--- src/rtl/trigger_sequencer_pkg.sv ---
// Shared types and constants for the comparator trigger sequencer and its receiver.
package trigger_sequencer_pkg;

    localparam int unsigned CntW           = 16;
    // Shortest t_reset pulse the trigger receiver can reliably detect.
    localparam int unsigned MinResetCycles = 2;

    typedef enum logic [2:0] {
        StIdle     = 3'd0,
        StRstPulse = 3'd1,
        StSettle   = 3'd2,
        StArmed    = 3'd3,
        StCapture  = 3'd4,
        StDone     = 3'd5
    } seq_state_e;

endpackage

--- src/rtl/trigger_sequencer_down_counter.sv ---
// seq_down_counter: loadable down-counter that saturates at zero and flags it.
module seq_down_counter #(
    parameter int unsigned W = 16
) (
    input  logic         clk,
    input  logic         rst,
    input  logic         load,
    input  logic [W-1:0] load_val,
    input  logic         en,
    output logic         zero
);

    logic [W-1:0] cnt_q;

    always_ff @(posedge clk) begin
        if (rst) begin
            cnt_q <= '0;
        end else if (load) begin
            cnt_q <= load_val;
        end else if (en && (cnt_q != '0)) begin
            cnt_q <= cnt_q - W'(1);
        end
    end

    assign zero = (cnt_q == '0);

endmodule

--- src/rtl/trigger_sequencer.sv ---
// Acquisition sequencer on the initiator side of the comparator trigger interface.
// Optional forced trigger after an armed timeout: TRIGGER_SEQUENCER_AUTO_TRIGGER_EN.
module trigger_sequencer
    import trigger_sequencer_pkg::*;
#(
    parameter int unsigned RESET_CYCLES      = 4,
    parameter int unsigned SETTLE_CYCLES     = 8,
    parameter int unsigned POST_TRIG_SAMPLES = 1024,
    parameter int unsigned CNT_W             = CntW,
    parameter int unsigned AUTO_TIMEOUT      = 65535
) (
    input  logic clk,
    input  logic rst,
    input  logic arm_req,
    input  logic abort,
    input  logic triggered,
    output logic t_reset,
    output logic armed,
    output logic capture_active,
    output logic trig_seen,
    output logic capture_done,
    output logic busy,
    output logic auto_trig
);

    if (RESET_CYCLES < MinResetCycles || RESET_CYCLES >= 2 ** CNT_W) begin : g_bad_reset
        $error("RESET_CYCLES out of range");
    end
    if (SETTLE_CYCLES >= 2 ** CNT_W) begin : g_bad_settle
        $error("SETTLE_CYCLES out of range");
    end
    if (POST_TRIG_SAMPLES < 1 || POST_TRIG_SAMPLES >= 2 ** CNT_W) begin : g_bad_post
        $error("POST_TRIG_SAMPLES out of range");
    end
    if (AUTO_TIMEOUT < 1 || AUTO_TIMEOUT >= 2 ** CNT_W) begin : g_bad_timeout
        $error("AUTO_TIMEOUT out of range");
    end

    localparam logic [CNT_W-1:0] ResetLoad  = CNT_W'(RESET_CYCLES - 1);
    localparam logic [CNT_W-1:0] SettleLoad =
        (SETTLE_CYCLES == 0) ? '0 : CNT_W'(SETTLE_CYCLES - 1);
    localparam logic [CNT_W-1:0] PostLoad   = CNT_W'(POST_TRIG_SAMPLES - 1);

    seq_state_e       state_q, state_d;
    logic             cnt_load;
    logic [CNT_W-1:0] cnt_load_val;
    logic             cnt_zero;
    logic             trig_accept;
    logic             t_reset_q, armed_q, capture_active_q, trig_seen_q, capture_done_q, busy_q;

    seq_down_counter #(.W(CNT_W)) u_phase_cnt (
        .clk      (clk),
        .rst      (rst),
        .load     (cnt_load),
        .load_val (cnt_load_val),
        .en       (1'b1),
        .zero     (cnt_zero)
    );

`ifdef TRIGGER_SEQUENCER_AUTO_TRIGGER_EN
    logic timeout_zero;
    logic auto_fire;
    logic auto_trig_q;

    seq_down_counter #(.W(CNT_W)) u_timeout_cnt (
        .clk      (clk),
        .rst      (rst),
        .load     ((state_q != StArmed) && (state_d == StArmed)),
        .load_val (CNT_W'(AUTO_TIMEOUT - 1)),
        .en       (state_q == StArmed),
        .zero     (timeout_zero)
    );
`endif

    always_ff @(posedge clk) begin
        if (rst) begin
            state_q <= StIdle;
        end else begin
            state_q <= state_d;
        end
    end

    always_comb begin
        state_d      = state_q;
        cnt_load     = 1'b0;
        cnt_load_val = '0;
        trig_accept  = 1'b0;
`ifdef TRIGGER_SEQUENCER_AUTO_TRIGGER_EN
        auto_fire    = 1'b0;
`endif
        unique case (state_q)
            StIdle: begin
                if (arm_req) begin
                    state_d      = StRstPulse;
                    cnt_load     = 1'b1;
                    cnt_load_val = ResetLoad;
                end
            end
            StRstPulse: begin
                if (cnt_zero) begin
                    if (SETTLE_CYCLES == 0) begin
                        state_d = StArmed;
                    end else begin
                        state_d      = StSettle;
                        cnt_load     = 1'b1;
                        cnt_load_val = SettleLoad;
                    end
                end
            end
            StSettle: begin
                if (cnt_zero) begin
                    state_d = StArmed;
                end
            end
            StArmed: begin
                if (triggered) begin
                    state_d      = StCapture;
                    cnt_load     = 1'b1;
                    cnt_load_val = PostLoad;
                    trig_accept  = 1'b1;
                end
`ifdef TRIGGER_SEQUENCER_AUTO_TRIGGER_EN
                else if (timeout_zero) begin
                    state_d      = StCapture;
                    cnt_load     = 1'b1;
                    cnt_load_val = PostLoad;
                    trig_accept  = 1'b1;
                    auto_fire    = 1'b1;
                end
`endif
            end
            StCapture: begin
                if (cnt_zero) begin
                    state_d = StDone;
                end
            end
            StDone: begin
                state_d = StIdle;
            end
            default: begin
                state_d = StIdle;
            end
        endcase

        // Abort overrides any transition; in IDLE it also blocks a same-cycle arm.
        if (abort) begin
            state_d     = StIdle;
            cnt_load    = 1'b0;
            trig_accept = 1'b0;
`ifdef TRIGGER_SEQUENCER_AUTO_TRIGGER_EN
            auto_fire   = 1'b0;
`endif
        end
    end

    always_ff @(posedge clk) begin
        if (rst) begin
            t_reset_q        <= 1'b0;
            armed_q          <= 1'b0;
            capture_active_q <= 1'b0;
            trig_seen_q      <= 1'b0;
            capture_done_q   <= 1'b0;
            busy_q           <= 1'b0;
        end else begin
            t_reset_q        <= (state_d == StRstPulse);
            armed_q          <= (state_d == StArmed);
            capture_active_q <= (state_d == StCapture);
            trig_seen_q      <= trig_accept;
            capture_done_q   <= (state_d == StDone);
            busy_q           <= (state_d != StIdle);
        end
    end

`ifdef TRIGGER_SEQUENCER_AUTO_TRIGGER_EN
    always_ff @(posedge clk) begin
        if (rst) begin
            auto_trig_q <= 1'b0;
        end else if ((state_q == StIdle) && (state_d == StRstPulse)) begin
            auto_trig_q <= 1'b0;
        end else if (auto_fire) begin
            auto_trig_q <= 1'b1;
        end
    end

    assign auto_trig = auto_trig_q;
`else
    assign auto_trig = 1'b0;
`endif

    assign t_reset        = t_reset_q;
    assign armed          = armed_q;
    assign capture_active = capture_active_q;
    assign trig_seen      = trig_seen_q;
    assign capture_done   = capture_done_q;
    assign busy           = busy_q;

endmodule

--- config.mk ---
export PLATFORM = sky130hd
export DESIGN_NAME = trigger_sequencer
export DESIGN_NICKNAME = d
export VERILOG_FILES = /design/src/rtl/trigger_sequencer_pkg.sv /design/src/rtl/trigger_sequencer_down_counter.sv /design/src/rtl/trigger_sequencer.sv
export SDC_FILE = /design/constraint.sdc
export NUM_CORES = 1
export LEC_CHECK = 0
export BUFFER_PORTS_ARGS = -buffer_cell sky130_fd_sc_hd__buf_4
export CAP_MARGIN = 10
export CORE_MARGIN = 4
export CORE_UTILIZATION = 62
export DETAILED_ROUTE_END_ITERATION = 8
export PLACE_DENSITY = 0.95
export SYNTH_ARGS = -nofsm -noshare
export SYNTH_HDL_FRONTEND = slang
export SYNTH_SLANG_ARGS = --single-unit
--- constraint.sdc ---
create_clock -name clk -period 3.4 [get_ports clk]
set_input_delay 0.34 -clock clk [delete_from_list [all_inputs] [get_ports clk]]
set_output_delay 0.34 -clock clk [all_outputs]
set_load 0.01 [all_outputs]
==> results of run 1 <==
cell families after synthesis:
family          Yosys count  synth area share
buf+inv                  14            0.0488
other cells               1           0.00281
flops                    25             0.375
compound gates           25             0.134
mux                       1           0.00750
xor+xnor                 16             0.105
simple gates             69             0.308
fa+ha+maj                 2            0.0188
critical path, delay by kind of cell (launching register included):
kind | cells | cell delay, ns
buf+inv | 1 | 0.11
flops | 1 | 0.34
fa+ha+maj | 1 | 0.15
compound gates | 2 | 0.83
simple gates | 3 | 0.82
final cells by class:
| class | instances | area, µm² | share of cell area |
|---|---|---|---|
| multi-input combinational | 114 | 768 | 0.539 |
| sequential | 25 | 500 | 0.351 |
| timing repair buffer | 10 | 75.1 | 0.0526 |
| tap | 27 | 33.8 | 0.0237 |
| clock buffer | 4 | 26.3 | 0.0184 |
| inverter | 6 | 22.5 | 0.0158 |
sequential cells by signal, indices dropped and copies added, names as in the netlist:
name               flops
armed                  1
busy                   1
capture_active         1
capture_done           1
state_q                3
t_reset                1
trig_seen              1
u_phase_cnt.cnt_q     16
per-stage QoR:
step	cell area [µm²]	cells	total power, mW
finish	1430	186	1.23
floorplan	1330	153	0.988
global route	1430	186	1.33
global placement	1400	182	1.05
detailed placement	1400	182	1.10
CTS	1430	186	1.23
power by group:
| part | switching (mW) | total, mW | internal, mW |
|---|---|---|---|
| Combinational | 0.355 | 0.648 | 0.293 |
| Clock | 0.0875 | 0.134 | 0.0460 |
| Sequential | 0.0829 | 0.447 | 0.364 |
| Total | 0.526 | 1.23 | 0.703 |
routing by layer:
| metal | track usage | vias up |
|---|---|---|
| li1 | - | 543 |
| met1 | 0.242 | 528 |
| met3 | 0.0354 | 8 |
| met5 | 0 | - |
| met2 | 0.400 | 29 |
| met4 | 0.112 | 0 |
worst max-delay path by stage:
stage               slack (ns)                    to  cells past startpoint            startpoint
floorplan                 1.52  u_phase_cnt.cnt_q[6]                      8  u_phase_cnt.cnt_q[0]
finish                    1.05  u_phase_cnt.cnt_q[9]                      7  u_phase_cnt.cnt_q[0]
global route              0.77  u_phase_cnt.cnt_q[9]                      7  u_phase_cnt.cnt_q[0]
global placement          1.26  u_phase_cnt.cnt_q[4]                      7  u_phase_cnt.cnt_q[0]
detailed placement        1.06  u_phase_cnt.cnt_q[9]                      7  u_phase_cnt.cnt_q[0]
CTS                       1.03  u_phase_cnt.cnt_q[9]                      7  u_phase_cnt.cnt_q[0]
layout by cell type (no fill, tap or decap), types with 2 or more instances in the layout:
cell type,n
xnor2_1,9
o21ai_2,2
o21ai_0,8
o221ai_1,2
a21oi_1,6
nor3_1,6
nand3_1,3
buf_4,10
xor2_1,7
nand2_1,7
nand2b_1,3
ha_1,2
nor3b_1,2
clkbuf_4,3
nor2_1,20
nor4_1,7
nor4_2,2
inv_1,6
nand3b_1,3
and2_1,10
dfxtp_1,25
==> impl_metrics.csv, run 1 <==
group,metric,value,unit
routing,dr.max_layer_used,"met4",
pwr,p_leak,0.551,nW
die,io_pins,12,
clocking,cts_tree,"built",
logic_synthesis,synth_top_cell_area_share,0.375,
global_routing,grt_max_degree,16,
routing,ant_nets,0,
job,cap_violations,0,
worst_setup_path,slowest_stage,"o31ai_4",
worst_setup_path,crit_type,"reg -> reg",
routing,wl_met3,111,µm
die,dieWidth,54.4,µm
routing,drtIter0Drc,47,
die,core,2000,µm²
placed_design,gp_congestion,0.927,
worst_hold_path,hp-class,"in -> reg",
worst_setup_path,crit_path_end_kind,"flip-flop",
routing,wl_met1,1.14,mm
logic_synthesis,async_flop_share,0,
routing,vias,1108,
clocking,cts-root-buf,"clkbuf_4",
logic_synthesis,synth_common_cells,"dfxtp_1, nor2_1, and2_1",
clocking,numCtsBuffers,3,
routing,dr_wl_met2,1.43,mm
logic_synthesis,synth_edf_count,0,
worst_setup_path,crit_path_start_kind,"flip-flop",
worst_setup_path,rr_endpoint,"u_phase_cnt.cnt_q[9]",
die,rows,16,
logic_synthesis,synthCells,153,
placed_design,dp_slack,1.06,ns
timing,fmax,425,MHz
die,die_h,54.4,µm
worst_setup_path,reg2regPathDepth,7,
timing,setup_ws,1.05,ns
worst_hold_path,hold_end,"u_phase_cnt.cnt_q[0]",
timing,fin_crit,2.35,ns
clocking,cts_buffer_depth,2,
pwr,power_density,861,nW/µm²
pwr,irDropWorstVdd,0.557,mV
global_routing,grt_pass1_vias,1055,
timing,setup_viol,0,
timing,finClkSkew,0.00151,ns
timing,final.setup.tns,0,ns
timing,hold_viol,0,
worst_setup_path,worstPathRequired,3.63,ns
timing,rsz0062_at_grt,"false",
final_layout,final_util,0.713,
clocking,path_clk_slew,0.13,ns
logic_synthesis,synth_area,1330,µm²
global_routing,grt_pass1_wl,4.67,mm
final_layout,drive_above_1_share,0.151,
worst_hold_path,min_path_cells,2,
worst_setup_path,r2r_slack,1.05,ns
timing,whs,0.276,ns
die,die_area,2960,µm²
logic_synthesis,synth_area_leaders,"dfxtp_1, xnor2_1, nor2_1",
timing,finalMaxSlewViolations,0,
global_routing,antenna_found_initial,0,
logic_synthesis,yosysTopAreaCell,"dfxtp_1",
final_layout,nets,167,
global_routing,overflow,0,
worst_setup_path,crit_chain,"inv_1 > ha_1 > nor3b_1 > nand4_4 > o31ai_4 > o21ai_0 > and2_1",
logic_synthesis,yosysUniqueCellTypes,38,
clocking,clk-insertion-delay-late,0.32,ns
logic_synthesis,syn-num-nets,160,
placed_design,dp_hpwl,2.10,mm
logic_synthesis,post-synth-top-count-cell,"dfxtp_1",
routing,finalWirelength,2.75,mm
worst_setup_path,r2r_start,"u_phase_cnt.cnt_q[0]",
clocking,cts_resized,0,
worst_setup_path,cp_max_fo,15,
clocking,cts_max_level,1,
routing,wl_per_cell,14.8,µm
timing,fin_crit_sh,0.692,
final_layout,diodes,0,
logic_synthesis,synth.ff_latch_count,25,
worst_hold_path,min_from,"rst",
worst_setup_path,max_stage_delay,0.64,ns
timing,worst_pin_slew,0.635,ns
final_layout,nFillCells,155,
logic_synthesis,ys_dominant_reg_cell,"dfxtp_1",
placed_design,port_buffers,10,
final_layout,area_delta_synth_final,6.94,%
worst_setup_path,crit_arrival,2.58,ns
clocking,hold_buffers,0,
clocking,cts_setup_buffers,0,
logic_synthesis,yosys_warnings,0,
routing,dr.pass1.iters,4,
timing,relSlewSlack,0.577,
global_routing,grt.total_usage,0.220,
logic_synthesis,avgSynthCellArea,8.72,µm²
status,status,"finished, final reports clean",
routing,post-route-drc-count,0,
die,start_util,0.666,
logic_synthesis,ys_seq_area_frac,0.375,
clocking,cts.sinks,25,
routing,vias_per_cell,5.96,
Power figures use the tool's default switching activity.
==> run 2, diff against run 1 <==
--- a/config.mk
+++ b/config.mk
@@ -5,12 +5,13 @@
 export SDC_FILE = /design/constraint.sdc
 export NUM_CORES = 1
 export LEC_CHECK = 0
+export ABC_AREA = 1
 export BUFFER_PORTS_ARGS = -buffer_cell sky130_fd_sc_hd__buf_4
 export CAP_MARGIN = 10
 export CORE_MARGIN = 4
-export CORE_UTILIZATION = 62
+export CORE_UTILIZATION = 52
 export DETAILED_ROUTE_END_ITERATION = 8
-export PLACE_DENSITY = 0.95
+export PLACE_DENSITY = 0.86
 export SYNTH_ARGS = -nofsm -noshare
 export SYNTH_HDL_FRONTEND = slang
 export SYNTH_SLANG_ARGS = --single-unit
==> constraint.sdc (replaced) <==
create_clock -name clk -period 1.9 [get_ports clk]
set_input_delay 0.19 -clock clk [delete_from_list [all_inputs] [get_ports clk]]
set_output_delay 0.19 -clock clk [all_outputs]
set_load 0.01 [all_outputs]
==> impl_metrics.csv, run 2 <==
group,metric,value,unit
global_routing,met3_usage,0.0261,
timing,finClkSkew,0.00445,ns
worst_setup_path,crit_path_start_kind,"flip-flop",
global_routing,grt_max_degree,14,
worst_hold_path,min_path_cells,2,
clocking,cts_resized,0,
global_routing,met2_usage,0.298,
final_layout,regMostFlops,"u_phase_cnt.cnt_q",
die,die_h,59.2,µm
timing,hold_viol,0,
routing,ant_nets,0,
pwr,p_clk_frac,0.086,
logic_synthesis,yosysTopAreaCell,"dfxtp_1",
clocking,cts_max_level,1,
worst_setup_path,reg2regPathDepth,9,
logic_synthesis,yosysUniqueCellTypes,29,
routing,wl_per_cell,11.4,µm
global_routing,grt_use_met1,0.217,
global_routing,grt.total_usage,0.177,
logic_synthesis,synth_area_leaders,"dfxtp_1, nand2_1, nor2_1",
die,io_pins,12,
pwr,p_switching,1.36,mW
pwr,p_leak,0.780,nW
timing,setup_viol,0,
global_routing,grt_pass1_wl,4.64,mm
logic_synthesis,ys_seq_area_frac,0.367,
logic_synthesis,synth_edf_count,0,
placed_design,gp_congestion,0.850,
routing,dr.pass1.iters,4,
clocking,clk-insertion-delay-late,0.33,ns
routing,drtIter0Drc,41,
pwr,power,2.78,mW
pwr,p_sw_frac,0.489,
worst_setup_path,r2r_slack,0.21,ns
final_layout,largest_reg_flops,16,
clocking,cts_buffer_depth,2,
logic_synthesis,post-synth-top-count-cell,"nand2_1",
timing,fmax,590,MHz
worst_setup_path,crit_type,"reg -> reg",
die,core,2480,µm²
logic_synthesis,synthCells,190,
clocking,cts_tree,"built",
clocking,cts_setup_buffers,0,
clocking,cts.sinks,25,
logic_synthesis,syn-num-nets,197,
final_layout,nets,209,
final_layout,area_delta_synth_final,8.54,%
logic_synthesis,ys_dominant_reg_cell,"dfxtp_1",
final_layout,diodes,0,
global_routing,grt_pass1_vias,1122,
worst_setup_path,r2r_start,"u_phase_cnt.cnt_q[0]",
job,cap_violations,0,
worst_setup_path,worstPathRequired,2.13,ns
worst_setup_path,rr_endpoint,"busy",
routing,finalWirelength,2.62,mm
global_routing,antenna_found_initial,0,
routing,vias_per_cell,5.05,
clocking,path_clk_slew,0.13,ns
timing,finalMaxSlewViolations,0,
worst_hold_path,hold_end,"trig_seen",
final_layout,fin_area,1480,µm²
clocking,hold_buffers,0,
worst_setup_path,crit_arrival,1.92,ns
final_layout,final_common_cell,"nand2_1",
logic_synthesis,synth.ff_latch_count,25,
die,start_util,0.550,
clocking,numCtsBuffers,3,
routing,vias,1167,
logic_synthesis,async_flop_share,0,
pwr,irDropWorstVdd,1.32,mV
worst_setup_path,crit_path_end_kind,"flip-flop",
logic_synthesis,synth_top_cell_area_share,0.367,
worst_hold_path,hp-class,"in -> reg",
placed_design,dp_hpwl,1.99,mm
logic_synthesis,synth_common_cells,"nand2_1, nor2_1, dfxtp_1",
die,rows,18,
timing,fin_crit_sh,0.891,
die,dieWidth,59.2,µm
placed_design,port_buffers,10,
clocking,cts-root-buf,"clkbuf_4",
timing,rsz0062_at_grt,"false",
pwr,combPwrFrac,0.614,
routing,post-route-drc-count,0,
final_layout,reg_top3,"u_phase_cnt.cnt_q x16, state_q x3",
pwr,power_density,1880,nW/µm²
timing,fin_crit,1.69,ns
final_layout,drive_above_1_share,0.169,
pwr,power.internal,1.42,mW
timing,final.setup.tns,0,ns
worst_hold_path,min_from,"abort",
worst_setup_path,cp_max_fo,5,
logic_synthesis,yosys_warnings,0,
status,status,"finished, final reports clean",
final_layout,layout_common_cells,"nand2_1, nor2_1, dfxtp_1",
global_routing,busiest_layer,"met2",
global_routing,overflow,0,
placed_design,dpl_cell_area,1450,µm²
logic_synthesis,avgSynthCellArea,7.17,µm²
die,die_area,3500,µm²
logic_synthesis,synth_area,1360,µm²
pwr,seq_power_share,0.300,
run 2: cell count changes in the layout (fill, tap and decap cells not counted), moves of 4 or more:
| cell | previous run | this run |
|---|---|---|
| nand2_1 | 7 | 55 |
| nor2_1 | 20 | 31 |
| and2_1 | 10 | 0 |
| inv_1 | 6 | 16 |
| o21ai_0 | 8 | 0 |
| nand3_1 | 3 | 9 |
| nor4_1 | 7 | 1 |
| nor2_2 | 0 | 5 |
| xnor2_1 | 9 | 4 |
| nand2_2 | 0 | 4 |
run 2: per-layer routing:
metal / part of all wire / wire (µm)
met5: 0 / 0
met4: 0.022 / 57
met3: 0.028 / 73
met2: 0.49 / 1270
met1: 0.46 / 1220
run 2: layout make-up:
class	count	area (µm²)
Inverter	16	60.1
Tap cell	30	37.5
Timing Repair Buffer	10	75.1
Multi-Input combinational cell	146	779
Sequential cell	25	500
Clock buffer	4	26.3
Fill cell	227	998
run 2: critical path: stages (launching register included):
cell,delay [ns]
dfxtp_1,0.33
inv_1,0.14
ha_1,0.19
nand2_1,0.09
nor2_4,0.20
nand2_2,0.12
a21oi_1,0.17
nand2_1,0.12
nand3_1,0.15
nand3_1,0.09
run 2: cells by family (layout without fill, tap and decap cells):
group,count (synthesis),count (layout),synth area share
AOI/OAI and AO/OA,9,9,0.0358
xor gates and xnor gates,11,11,0.0707
adders and majority gates,2,2,0.0184
buffers and inverters,19,30,0.0606
DFF,25,25,0.367
other,1,1,0.00275
and+or+nand+nor,123,123,0.444
run 2: worst max path at each step:
stage,end,slack [ns],start,cells after the start
after global placement,u_phase_cnt.cnt_q[11],0.30,u_phase_cnt.cnt_q[0],9
final,busy,0.21,u_phase_cnt.cnt_q[0],9
after global routing,busy,0.03,u_phase_cnt.cnt_q[0],9
after detailed placement,busy,0.23,u_phase_cnt.cnt_q[0],9
after CTS,busy,0.22,u_phase_cnt.cnt_q[0],9
after floorplan,u_phase_cnt.cnt_q[5],0.37,u_phase_cnt.cnt_q[0],12
run 2: power groups by stage:
stage / clock (mW) / sequential [mW] / combinational [mW]
finish: 0.240 / 0.835 / 1.71
global route: 0.262 / 0.854 / 1.97
CTS: 0.246 / 0.832 / 1.71
detailed placement: 0 / 0.844 / 1.69
global placement: 0 / 0.839 / 1.66
floorplan: 0 / 0.815 / 1.46
run 2: per-stage QoR:
step | cells | hold WS [ns] | utilization | setup slack [ns]
after global routing | 231 | 0.0264 | 0.597 | 0.0346
after detailed placement | 227 | 0.381 | 0.586 | 0.235
after global placement | 227 | 0.366 | 0.586 | 0.302
after floorplan | 190 | 0.259 | - | 0.373
after CTS | 231 | 0.0213 | 0.597 | 0.216
final | 231 | 0.0203 | 0.597 | 0.206
